<file path="src/rtl/unidad_control.sv">
// unidad_control: sequencer for the register bank and ALU of the datapath.
// Runs PROG_LEN 8-bit instructions from an internal memory. For each
// instruction it runs decode (init, 2 cycles), ALU start (alu_init, 1 cycle),
// waits for alu_done, writes back (rd, 1 cycle), and then waits for done.
//
// Ports:
//   clk, reset            clock, asynchronous active-high reset
//   start                 run request (IDLE only)
//   prog_we/addr/data     instruction memory write port (IDLE only)
//   instr, init           instruction and decode/read strobe to the bank
//   alu_init              ALU start pulse
//   alu_done, alu_result  ALU handshake and result
//   data_result, rd       write-back data and strobe to the bank
//   done                  bank write acknowledge
//   busy, fin, error, pc  status: running, run finished, sticky timeout, address
module unidad_control #(
    parameter int unsigned PROG_LEN = 8,
    parameter int unsigned PC_W     = 3,
    parameter int unsigned TIMEOUT  = 15
) (
    input  logic            clk,
    input  logic            reset,
    input  logic            start,
    input  logic            prog_we,
    input  logic [PC_W-1:0] prog_addr,
    input  logic [7:0]      prog_data,
    output logic [7:0]      instr,
    output logic            init,
    output logic            alu_init,
    input  logic            alu_done,
    input  logic [3:0]      alu_result,
    output logic [3:0]      data_result,
    output logic            rd,
    input  logic            done,
    output logic            busy,
    output logic            fin,
    output logic            error,
    output logic [PC_W-1:0] pc
);

    localparam int unsigned TmoW = $clog2(TIMEOUT + 1);
    localparam logic [PC_W-1:0] FirstPc = '0;
    localparam logic [PC_W-1:0] LastPc  = PC_W'(PROG_LEN - 1);
    localparam logic [TmoW-1:0] TmoLast = TmoW'(TIMEOUT - 1);

    typedef enum logic [2:0] {
        StIdle,
        StDecode,
        StExec,
        StWaitAlu,
        StWrite,
        StWaitWb
    } state_e;

    state_e          state_q, state_d;
    logic [PC_W-1:0] pc_q, pc_d;
    logic [PC_W-1:0] pc_inc;
    logic [7:0]      instr_q, instr_d;
    logic [3:0]      data_q, data_d;
    logic            error_q, error_d;
    logic            fin_q, fin_d;
    logic [TmoW-1:0] tmo_q, tmo_d;
    logic            sub_q, sub_d;

    // Not reset: program survives a reset.
    logic [7:0] imem [2**PC_W];

    always_ff @(posedge clk) begin
        if (state_q == StIdle && prog_we) begin
            imem[prog_addr] <= prog_data;
        end
    end

    assign pc_inc = pc_q + PC_W'(1);

    always_comb begin
        state_d = state_q;
        pc_d    = pc_q;
        instr_d = instr_q;
        data_d  = data_q;
        error_d = error_q;
        fin_d   = 1'b0;
        tmo_d   = '0;      // clears on every state change
        sub_d   = 1'b0;

        unique case (state_q)
            StIdle: begin
                if (start && !prog_we) begin
                    error_d = 1'b0;
                    pc_d    = FirstPc;
                    instr_d = imem[FirstPc];
                    state_d = StDecode;
                end
            end
            StDecode: begin
                // First cycle: bank latches addresses; second: operands.
                if (!sub_q) begin
                    sub_d = 1'b1;
                end else begin
                    state_d = StExec;
                end
            end
            StExec: begin
                state_d = StWaitAlu;
            end
            StWaitAlu: begin
                if (alu_done) begin
                    data_d  = alu_result;
                    state_d = StWrite;
                end else if (tmo_q == TmoLast) begin
                    error_d = 1'b1;
                    state_d = StIdle;
                end else begin
                    tmo_d = tmo_q + TmoW'(1);
                end
            end
            StWrite: begin
                state_d = StWaitWb;
            end
            StWaitWb: begin
                if (done) begin
                    if (pc_q == LastPc) begin
                        fin_d   = 1'b1;
                        state_d = StIdle;
                    end else begin
                        pc_d    = pc_inc;
                        instr_d = imem[pc_inc];
                        state_d = StDecode;
                    end
                end else if (tmo_q == TmoLast) begin
                    error_d = 1'b1;
                    state_d = StIdle;
                end else begin
                    tmo_d = tmo_q + TmoW'(1);
                end
            end
            default: begin
                state_d = StIdle;
            end
        endcase
    end

    always_ff @(posedge clk or posedge reset) begin
        if (reset) begin
            state_q <= StIdle;
            pc_q    <= '0;
            instr_q <= '0;
            data_q  <= '0;
            error_q <= 1'b0;
            fin_q   <= 1'b0;
            tmo_q   <= '0;
            sub_q   <= 1'b0;
        end else begin
            state_q <= state_d;
            pc_q    <= pc_d;
            instr_q <= instr_d;
            data_q  <= data_d;
            error_q <= error_d;
            fin_q   <= fin_d;
            tmo_q   <= tmo_d;
            sub_q   <= sub_d;
        end
    end

    // Strobes decode the registered state, so reset drops them at once.
    assign init        = (state_q == StDecode);
    assign alu_init    = (state_q == StExec);
    assign rd          = (state_q == StWrite);
    assign busy        = (state_q != StIdle);
    assign fin         = fin_q;
    assign error       = error_q;
    assign pc          = pc_q;
    assign instr       = instr_q;
    assign data_result = data_q;

endmodule
</file>
<file path="config.mk">
export PLATFORM = sky130hd
export DESIGN_NAME = unidad_control
export DESIGN_NICKNAME = d
export VERILOG_FILES = /design/src/rtl/unidad_control.sv
export SDC_FILE = /design/constraint.sdc
export NUM_CORES = 1
export LEC_CHECK = 0
export CAP_MARGIN = 25
export CORE_ASPECT_RATIO = 2
export CORE_MARGIN = 2
export CORE_UTILIZATION = 55
export DETAILED_ROUTE_END_ITERATION = 7
export PLACE_DENSITY = 0.82
export SLEW_MARGIN = 20
export SYNTH_ARGS = -nofsm -noshare
export SYNTH_HDL_FRONTEND = slang
export SYNTH_SLANG_ARGS = --single-unit
</file>
<file path="constraint.sdc">
create_clock -name clk -period 5.9 [get_ports clk]
set_clock_uncertainty 0.2 [all_clocks]
set_input_delay 0.885 -clock clk [delete_from_list [all_inputs] [get_ports clk]]
set_output_delay 0.885 -clock clk [all_outputs]
set_load 0.02 [all_outputs]
</file>
Word-level counts from Yosys, hierarchy flattened
Memories as Yosys holds them, arrays and structs flattened.
Index checks and enable logic that the tools add are counted.
{"block": "totals", "regBits": 25, "mem_bits_rw": 64, "word_cells": 66, "memories": 1}
{"block": "op_classes", "addsub": 2, "eq_ne": 13, "mux": 31, "n_reduce_logical": 11}
{"name": "imem", "words": 8, "width": 8, "read_ports": 2, "rd_ports_with_merged_regs": 0, "wr": 1, "line": "66", "source": "logic [7:0] imem [2**PC_W];"}
{"cell": "two-way mux 3 bit", "n": 8}
{"cell": "two-way mux 8 bit", "n": 3}
{"cell": "case mux 3 bit (6 select lines)", "n": 1}
{"cell": "case mux 8 bit (2 select lines)", "n": 1}
{"cell": "two-way mux 1 bit", "n": 12}
{"cell": "two-way mux 4 bit", "n": 3}
{"cell": "== test 3 bit, second input constant", "n": 3}
{"cell": "!= test 2 bit, second input constant", "n": 4}
{"cell": "case mux 4 bit (2 select lines)", "n": 1}
{"cell": "AND reduction 4 bit", "n": 2}
{"cell": "== test 3 x 2 -> 1 bit, second input constant", "n": 2}
{"cell": "case mux 3 bit (2 select lines)", "n": 1}
{"cell": "nonzero test 3 bit", "n": 2}
{"cell": "adder 4 x 1 -> 4 bit, second input constant", "n": 1}
{"cell": "== test 4 bit, second input constant", "n": 1}
{"cell": "!= test 2 x 1 -> 1 bit, second input constant", "n": 2}
{"cell": "AND reduction 2 bit", "n": 2}
{"cell": "adder 3 x 1 -> 3 bit, second input constant", "n": 1}
{"cell": "== test 3 x 1 -> 1 bit, second input constant", "n": 1}
{"cell": "zero test 3 bit", "n": 1}
{"cell": "case mux 1 bit (3 select lines)", "n": 1}
{"cell": "logical AND 1 bit", "n": 2}
{"cell": "nonzero test 2 bit", "n": 1}
{"cell": "zero test 1 bit", "n": 1}

Longest topological paths before layout
Gate-level depths: netlist of the first run.
An unclocked memory read counts as a cell.
{"block": "depth", "word_depth": 5, "mapped_depth": 7}

Worst setup path before layout of the first run
No wires, ideal clock.
{"block": "synth_path", "path_type": "input to register", "startpoint": "input prog_addr[0]", "endpoint": "memory imem[0][0] (enable)", "arrival_ns": 1.695, "required_time_ns": 5.317, "path_slack_ns": 3.621, "cell_stages": 2, "cell_sequence": "nand3b_1 > nor3_1"}
{"element": "from (decl)", "line": "25", "source": "input logic [PC_W-1:0] prog_addr,"}
{"element": "to (decl)", "line": "66"}
Straight into the memory's write port.

Final worst setup path of the first run
{"block": "layout_path", "startpoint": "register state_q[0]", "endpoint": "output busy"}
{"block": "layout_between", "elab_chain_len": 1}
{"element": "from (decl)", "line": "55", "source": "state_e state_q, state_d;"}
{"element": "from (signal assigned)", "line": "145", "source": "state_q <= StIdle;"}
{"element": "from (signal assigned)", "line": "154", "source": "state_q <= state_d;"}
{"element": "nonzero test 3 bit", "line": "169", "source": "assign busy = (state_q != StIdle);"}
{"element": "to (decl)", "line": "35", "source": "output logic busy,"}
Every way passes these cells.

==> results.sh, run 1 <==
export IMPL_outcome="finished clean"
export IMPL_overflow=0
export IMPL_synth_top_area_cell="edfxtp_1"
export IMPL_synthesis_area_sq_um=3790
export IMPL_setup_viol=0
export IMPL_core_sq_um=6620
export IMPL_vias_per_cell=5.90
export IMPL_netlist_top_cells_area="edfxtp_1 (51%), dfrtp_1 (17%), mux4_2 (5.3%)"
export IMPL_io_pins=42
export IMPL_rsz0062_at_grt="false"
export IMPL_place_ws_ns=2.81
export IMPL_grt_pass1_wl_microns=12000
export IMPL_wl_microns=7590
export IMPL_remaining_drc_errors=0
export IMPL_dieWidth_microns=62.7
export IMPL_grt_pass1_vias=2252
export IMPL_synth_fp_nets=250
export IMPL_synth_ff_type="edfxtp_1"
export IMPL_ir_worst_vdd_v=0.000273
export IMPL_period_minus_slack_ns=3.43
export IMPL_final_layout_size_suffix_gt1_share_pct=10.8
export IMPL_stdcell_area_sq_um=4510
export IMPL_seq_area_frac_synth_pct=67.2
export IMPL_antenna_found_initial=0
export IMPL_crit_chain="nor3_2 > inv_2 > clkdlybuf4s50_1"
export IMPL_grt_max_degree=26
export IMPL_row_count=42
export IMPL_seq_area_sq_um=2550
export IMPL_arrival_ns=2.34
export IMPL_hold_viol_final=0
export IMPL_nNetsFinal=289
export IMPL_cp_end_kind="primary output"
export IMPL_cts_buffers=9
export IMPL_crit_fanout=14
export IMPL_clockBufferDepth=2
export IMPL_root_buffer="clkbuf_16"
export IMPL_synth_seq_cells=89
export IMPL_first_iter_violations=158
export IMPL_cp_slowest_cell="nor3_2"
export IMPL_slew_headroom_pct=38.2
export IMPL_min_period_over_period_pct=58.1
export IMPL_fillers=459
export IMPL_power_density_nw_per_um2=438
export IMPL_die_area_sq_um=7610
export IMPL_worstMarginPinSlew_ns=0.928
export IMPL_synth_top_area_share_pct=50.7
export IMPL_drv_slew=0
export IMPL_p_leak_nw=1.56
export IMPL_start_kind="flop"
export IMPL_slowest_delay_ns=0.65
export IMPL_path_clk_slew_ns=0.06
export IMPL_htree_levels=3
export IMPL_die_h_microns=121
export IMPL_report_power_total_mw=1.98
export IMPL_routabilityCongestion=0.831
export IMPL_crit_required_ns=4.82
export IMPL_synth_cell_types=45
export IMPL_synth_edf_count=64
export IMPL_hold_path_depth=1
export IMPL_crit_type="reg2out"
export IMPL_postPlaceCellArea_sq_um=4220
export IMPL_synth_warnings=0
export IMPL_clock_sinks=89
export IMPL_synth_async_sr_flop_share_pct=28.1
export IMPL_multi_input_area_sq_um=1120
export IMPL_cts_resized=0
export IMPL_areaGrowthSynthToFinish_pct=19.0
export IMPL_dp_hpwl_microns=5640
export IMPL_io_buffers=41
export IMPL_setup_tns_final_ns=0
export IMPL_worstHoldPathType="reg2reg"
export IMPL_avgSynthCellArea_sq_um=16.8
export IMPL_syn_inst=225
export IMPL_first_pass_iters=4
export IMPL_globalRouteTotalUtil_pct=22.0
export IMPL_antenna_cells=0
export IMPL_max_cap_viol_count=0
export IMPL_worst_slack_ns=2.47
export IMPL_cts_setup_buffers=0
export IMPL_reg2regPathDepth=4
export IMPL_cts_tree="done"
export IMPL_clk_latency_ns=0.34
export IMPL_fmax_ghz=0.292
export IMPL_vias=2107
export IMPL_start_util_pct=57.2
export IMPL_wl_per_cell_microns=21.3
export IMPL_holdBufCountCts=0
export IMPL_ant_nets=0
[report_power, final]
part	total (mW)	internal (mW)	switching, mW
registers	0.837	0.751	0.0856
clock network	0.499	0.282	0.217
logic	0.641	0.325	0.316
total	1.98	1.36	0.618
[stage by stage]
step	std cells	hold slack (ns)	util, %
floorplan	225	0.236	-
global placement	339	0.265	63.7
detailed placement	339	0.261	63.7
CTS	355	0.269	67.6
global route	357	0.302	68.1
finish	357	0.271	68.1
[Yosys cell counts, drive strengths merged (4+ instances only)]
cell type  instances
mux2i             10
edfxtp            64
ha                 4
nor2              12
nor3b              4
nand2b             4
buf               12
o221ai             8
nand2              4
o211ai            10
nand4              8
inv                9
mux4              16
dfrtp             25
mux2               4
[layout by cell type, fill, tap and decap left out, types with 2 or more instances in the layout]
| cell | Yosys | routed |
|---|---|---|
| edfxtp_1 | 64 | 64 |
| clkdlybuf4s50_1 | 0 | 41 |
| dfrtp_1 | 25 | 25 |
| nor2_1 | 12 | 12 |
| mux2i_1 | 10 | 10 |
| o211ai_1 | 10 | 10 |
| mux4_2 | 9 | 9 |
| clkbuf_16 | 0 | 9 |
| inv_1 | 8 | 8 |
| nand4_1 | 8 | 8 |
| o221ai_1 | 8 | 8 |
| mux4_1 | 7 | 7 |
| mux2_1 | 4 | 4 |
| nand2b_1 | 4 | 4 |
| nand2_1 | 4 | 4 |
| ha_1 | 4 | 4 |
| nand3_1 | 3 | 3 |
| clkbuf_1 | 3 | 3 |
| nand3b_1 | 2 | 2 |
| nor3_2 | 1 | 2 |
| o22ai_1 | 2 | 2 |
| nor3b_2 | 2 | 2 |
| nor3b_1 | 2 | 2 |
| and3_1 | 2 | 2 |
| clkinv_1 | 0 | 2 |
[state kept, by name, summed over array words and instances, names as in the netlist]
register	cells
data_result	4
pc	3
fin	1
state_q	3
error	1
instr	8
sub_q	1
tmo_q	4
imem	64
[cell families (layout without fill, tap and decap cells)]
group                      after synthesis  after routing  synth area share (%)
DFF                                     89             89                  67.2
adders and majority gates                4              4                  1.32
xor gates and xnor gates                 2              2                 0.462
buffers and inverters                   24             68                  3.37
and+or+nand+nor                         50             50                  8.02
muxes                                   30             30                  14.0
AOI/OAI and AO/OA                       26             26                  5.58
[layer usage]
metal | part of all wire (%) | wire (microns) | track usage [%]
met3 | 3.4 | 260 | 5.19
met1 | 34 | 2590 | 21.6
met4 | 2.5 | 189 | 10.4
met5 | 0 | 0 | 0
met2 | 60 | 4550 | 42.3
[worst paths after layout]
| kind | start | to | slack, ns |
|---|---|---|---|
| max | state_q[0] | busy | 2.47 |
| min | sub_q | sub_q | 0.27 |
| max reg2reg | pc[0] | instr[5] | 2.98 |
| min reg2reg | sub_q | sub_q | 0.27 |
| max in group asynchronous | reset | state_q[1] | 4.42 |
| min in group asynchronous | reset | tmo_q[3] | 0.65 |
[layout make-up]
cell class / instances / share of cell area (%)
Sequential cell: 89 / 56.5
Multi-Input combinational cell: 112 / 24.8
Timing Repair Buffer: 43 / 9.82
Clock buffer: 12 / 5.24
Tap cell: 88 / 2.44
Inverter: 9 / 0.749
Clock inverter: 4 / 0.444
[critical path, delay by kind of cell, from the launching register on]
| kind | cells | cell delay, ns |
|---|---|---|
| simple gates | 1 | 0.65 |
| flops | 1 | 0.53 |
| buf+inv | 2 | 0.84 |
(Power assumes the default switching activity.)
==> run 2, diff against run 1 <==
CORE_UTILIZATION = 50   (was 55)
PLACE_DENSITY = 0.79   (was 0.82)
clock period = 2.8 ns   (was 5.9 ns; I/O delays follow)
==> run 2 against run 1 <==
- total power up 110%
- hold slack worse by 0.035 ns
- combinational power up 130%
- die area up 9.5%
- final cell count up 5.6%
- setup slack worse by 2.1 ns
- non-clock buffer count up 14
- via count up 5.7%
- critical path type unchanged
- critical endpoint is now init
==> results.sh, run 2 (synthesis gave the netlist of run 1 again) <==
export IMPL_outcome="finished clean"
export IMPL_r2r_slack_ns=0.54
export IMPL_largest_register="imem"
export IMPL_areaGrowthSynthToFinish_pct=21.4
export IMPL_grt_pass1_wl_microns=12900
export IMPL_slowest_delay_ns=0.65
export IMPL_drv_slew=0
export IMPL_row_count=45
export IMPL_cts_buffers=9
export IMPL_ir_worst_vdd_v=0.000652
export IMPL_grt_pass1_vias=2403
export IMPL_overflow=0
export IMPL_nNetsFinal=303
export IMPL_start_kind="flop"
export IMPL_antenna_cells=0
export IMPL_crit_type="reg2out"
export IMPL_dp_hpwl_microns=5340
export IMPL_use_met2_pct=35.1
export IMPL_clockBufferDepth=2
export IMPL_fillers=569
export IMPL_worstHoldPathType="in2async"
export IMPL_rsz0062_at_grt="false"
export IMPL_p_switching_mw=1.31
export IMPL_largest_reg_flops=64
export IMPL_antenna_found_initial=0
export IMPL_die_area_sq_um=8330
export IMPL_use_met3_pct=5.19
export IMPL_instances_no_fill=377
export IMPL_post_route_util_pct=61.5
export IMPL_min_period_over_period_pct=87.6
export IMPL_cts_tree="done"
export IMPL_clock_power_share_pct=24.6
export IMPL_swShare_pct=31.1
export IMPL_ant_nets=0
export IMPL_final_cell_mix="edfxtp_1 (64), clkdlybuf4s50_1 (41), dfrtp_1 (25)"
export IMPL_path_buf_inv=1
export IMPL_path_clk_slew_ns=0.06
export IMPL_start_util_pct=50.6
export IMPL_cts_setup_buffers=0
export IMPL_clk_latency_ns=0.33
export IMPL_final_common_cell="edfxtp_1"
export IMPL_grt_max_degree=26
export IMPL_placedCellCount=361
export IMPL_worstMarginPinSlew_ns=0.503
export IMPL_crit_chain="nor3b_1 > clkdlybuf4s50_1"
export IMPL_clock_sinks=89
export IMPL_report_power_total_mw=4.21
export IMPL_worst_hold_slack_ns=0.235
export IMPL_p_leak_nw=1.63
export IMPL_p_int_mw=2.91
export IMPL_busiest_layer="met2"
export IMPL_first_pass_iters=4
export IMPL_seqPwrFrac_pct=40.8
export IMPL_vias_per_cell=5.91
export IMPL_fmax_ghz=0.408
export IMPL_root_buffer="clkbuf_16"
export IMPL_hold_viol_final=0
export IMPL_pwr_share_comb_pct=34.6
export IMPL_routabilityCongestion=0.803
export IMPL_io_pins=42
export IMPL_io_buffers=41
export IMPL_final_layout_size_suffix_gt1_share_pct=15.2
export IMPL_critPathTopFamily="buffers and inverters"
export IMPL_slew_headroom_pct=66.4
export IMPL_holdBufCountCts=0
export IMPL_htree_levels=3
export IMPL_globalRouteTotalUtil_pct=21.3
export IMPL_dieWidth_microns=65.6
export IMPL_remaining_drc_errors=0
export IMPL_period_minus_slack_ns=2.45
export IMPL_setup_tns_final_ns=0
export IMPL_crit_fanout=14
export IMPL_max_cap_viol_count=0
export IMPL_first_iter_violations=238
export IMPL_crit_required_ns=2.18
export IMPL_grt_util_met1_pct=27.0
export IMPL_cp_end_kind="primary output"
export IMPL_wl_per_cell_microns=20.8
export IMPL_die_h_microns=127
export IMPL_arrival_ns=1.83
export IMPL_cp_slowest_cell="clkdlybuf4s50_1"
export IMPL_wl_microns=7840
export IMPL_vias=2227
export IMPL_core_sq_um=7490
export IMPL_setup_viol=0
export IMPL_power_density_nw_per_um2=916
export IMPL_cts_resized=0
## run 2: cell count changes in the layout (fill, tap and decap cells not counted)
| cell | change |
|---|---|
| clkinv_1 | -2 |
| nor3_1 | +1 |
| clkinv_2 | +1 |
| buf_4 | +16 |
| nor3_2 | -1 |
| clkbuf_2 | -1 |
| buf_16 | -1 |
| clkbuf_1 | +1 |
## run 2: cell type report
cell class	instances	area, sq um	share of cell area (%)
Clock buffer	13	240	5.22
Multi-Input combinational cell	112	1110	24.2
Inverter	9	33.8	0.734
Timing Repair Buffer	57	531	11.5
Tap cell	94	118	2.56
Clock inverter	3	17.5	0.381
Sequential cell	89	2550	55.4
## run 2: routing by layer
layer / routed length, microns / part of all wire [%] / up-vias
li1: - / - / 1003
met1: 3020 / 38 / 1136
met2: 4270 / 54 / 75
met3: 380 / 4.8 / 13
met4: 174 / 2.2 / 0
met5: 0 / 0 / -
## run 2: final timing paths
| path | startpoint | end | depth (start not counted) |
|---|---|---|---|
| setup / recovery | state_q[0] | init | 2 |
| hold / removal | reset | data_result[0] | 3 |
| setup reg to reg | pc[1] | instr[1] | 5 |
| hold reg to reg | data_result[0] | data_result[0] | 1 |
| max in group asynchronous | reset | instr[5] | 3 |
| min in group clk | data_result[0] | data_result[0] | 1 |
## run 2: tightest hold or removal path: stages
cell and delay (ns):
clkdlybuf4s50_1 0.39, inv_1 0.05, buf_4 0.30
## run 2: power by group through the flow
stage          Combinational (mW)  Sequential, mW  Clock, mW
2_1_floorplan               0.944            1.81          0
3_3_place_gp                 1.41            1.73          0
3_5_place_dp                 1.46            1.75          0
4_1_cts                      1.47            1.72       1.06
5_1_grt                      1.56            1.74       1.12
6_report                     1.46            1.72       1.04
## run 2: through the flow
| stage | instance area [sq um] | setup WS (ns) |
|---|---|---|
| floorplan | 3790 | 0.614 |
| global placement | 4340 | 0.630 |
| detailed placement | 4340 | 0.565 |
| CTS | 4600 | 0.342 |
| global route | 4600 | 0.225 |
| finish | 4600 | 0.348 |
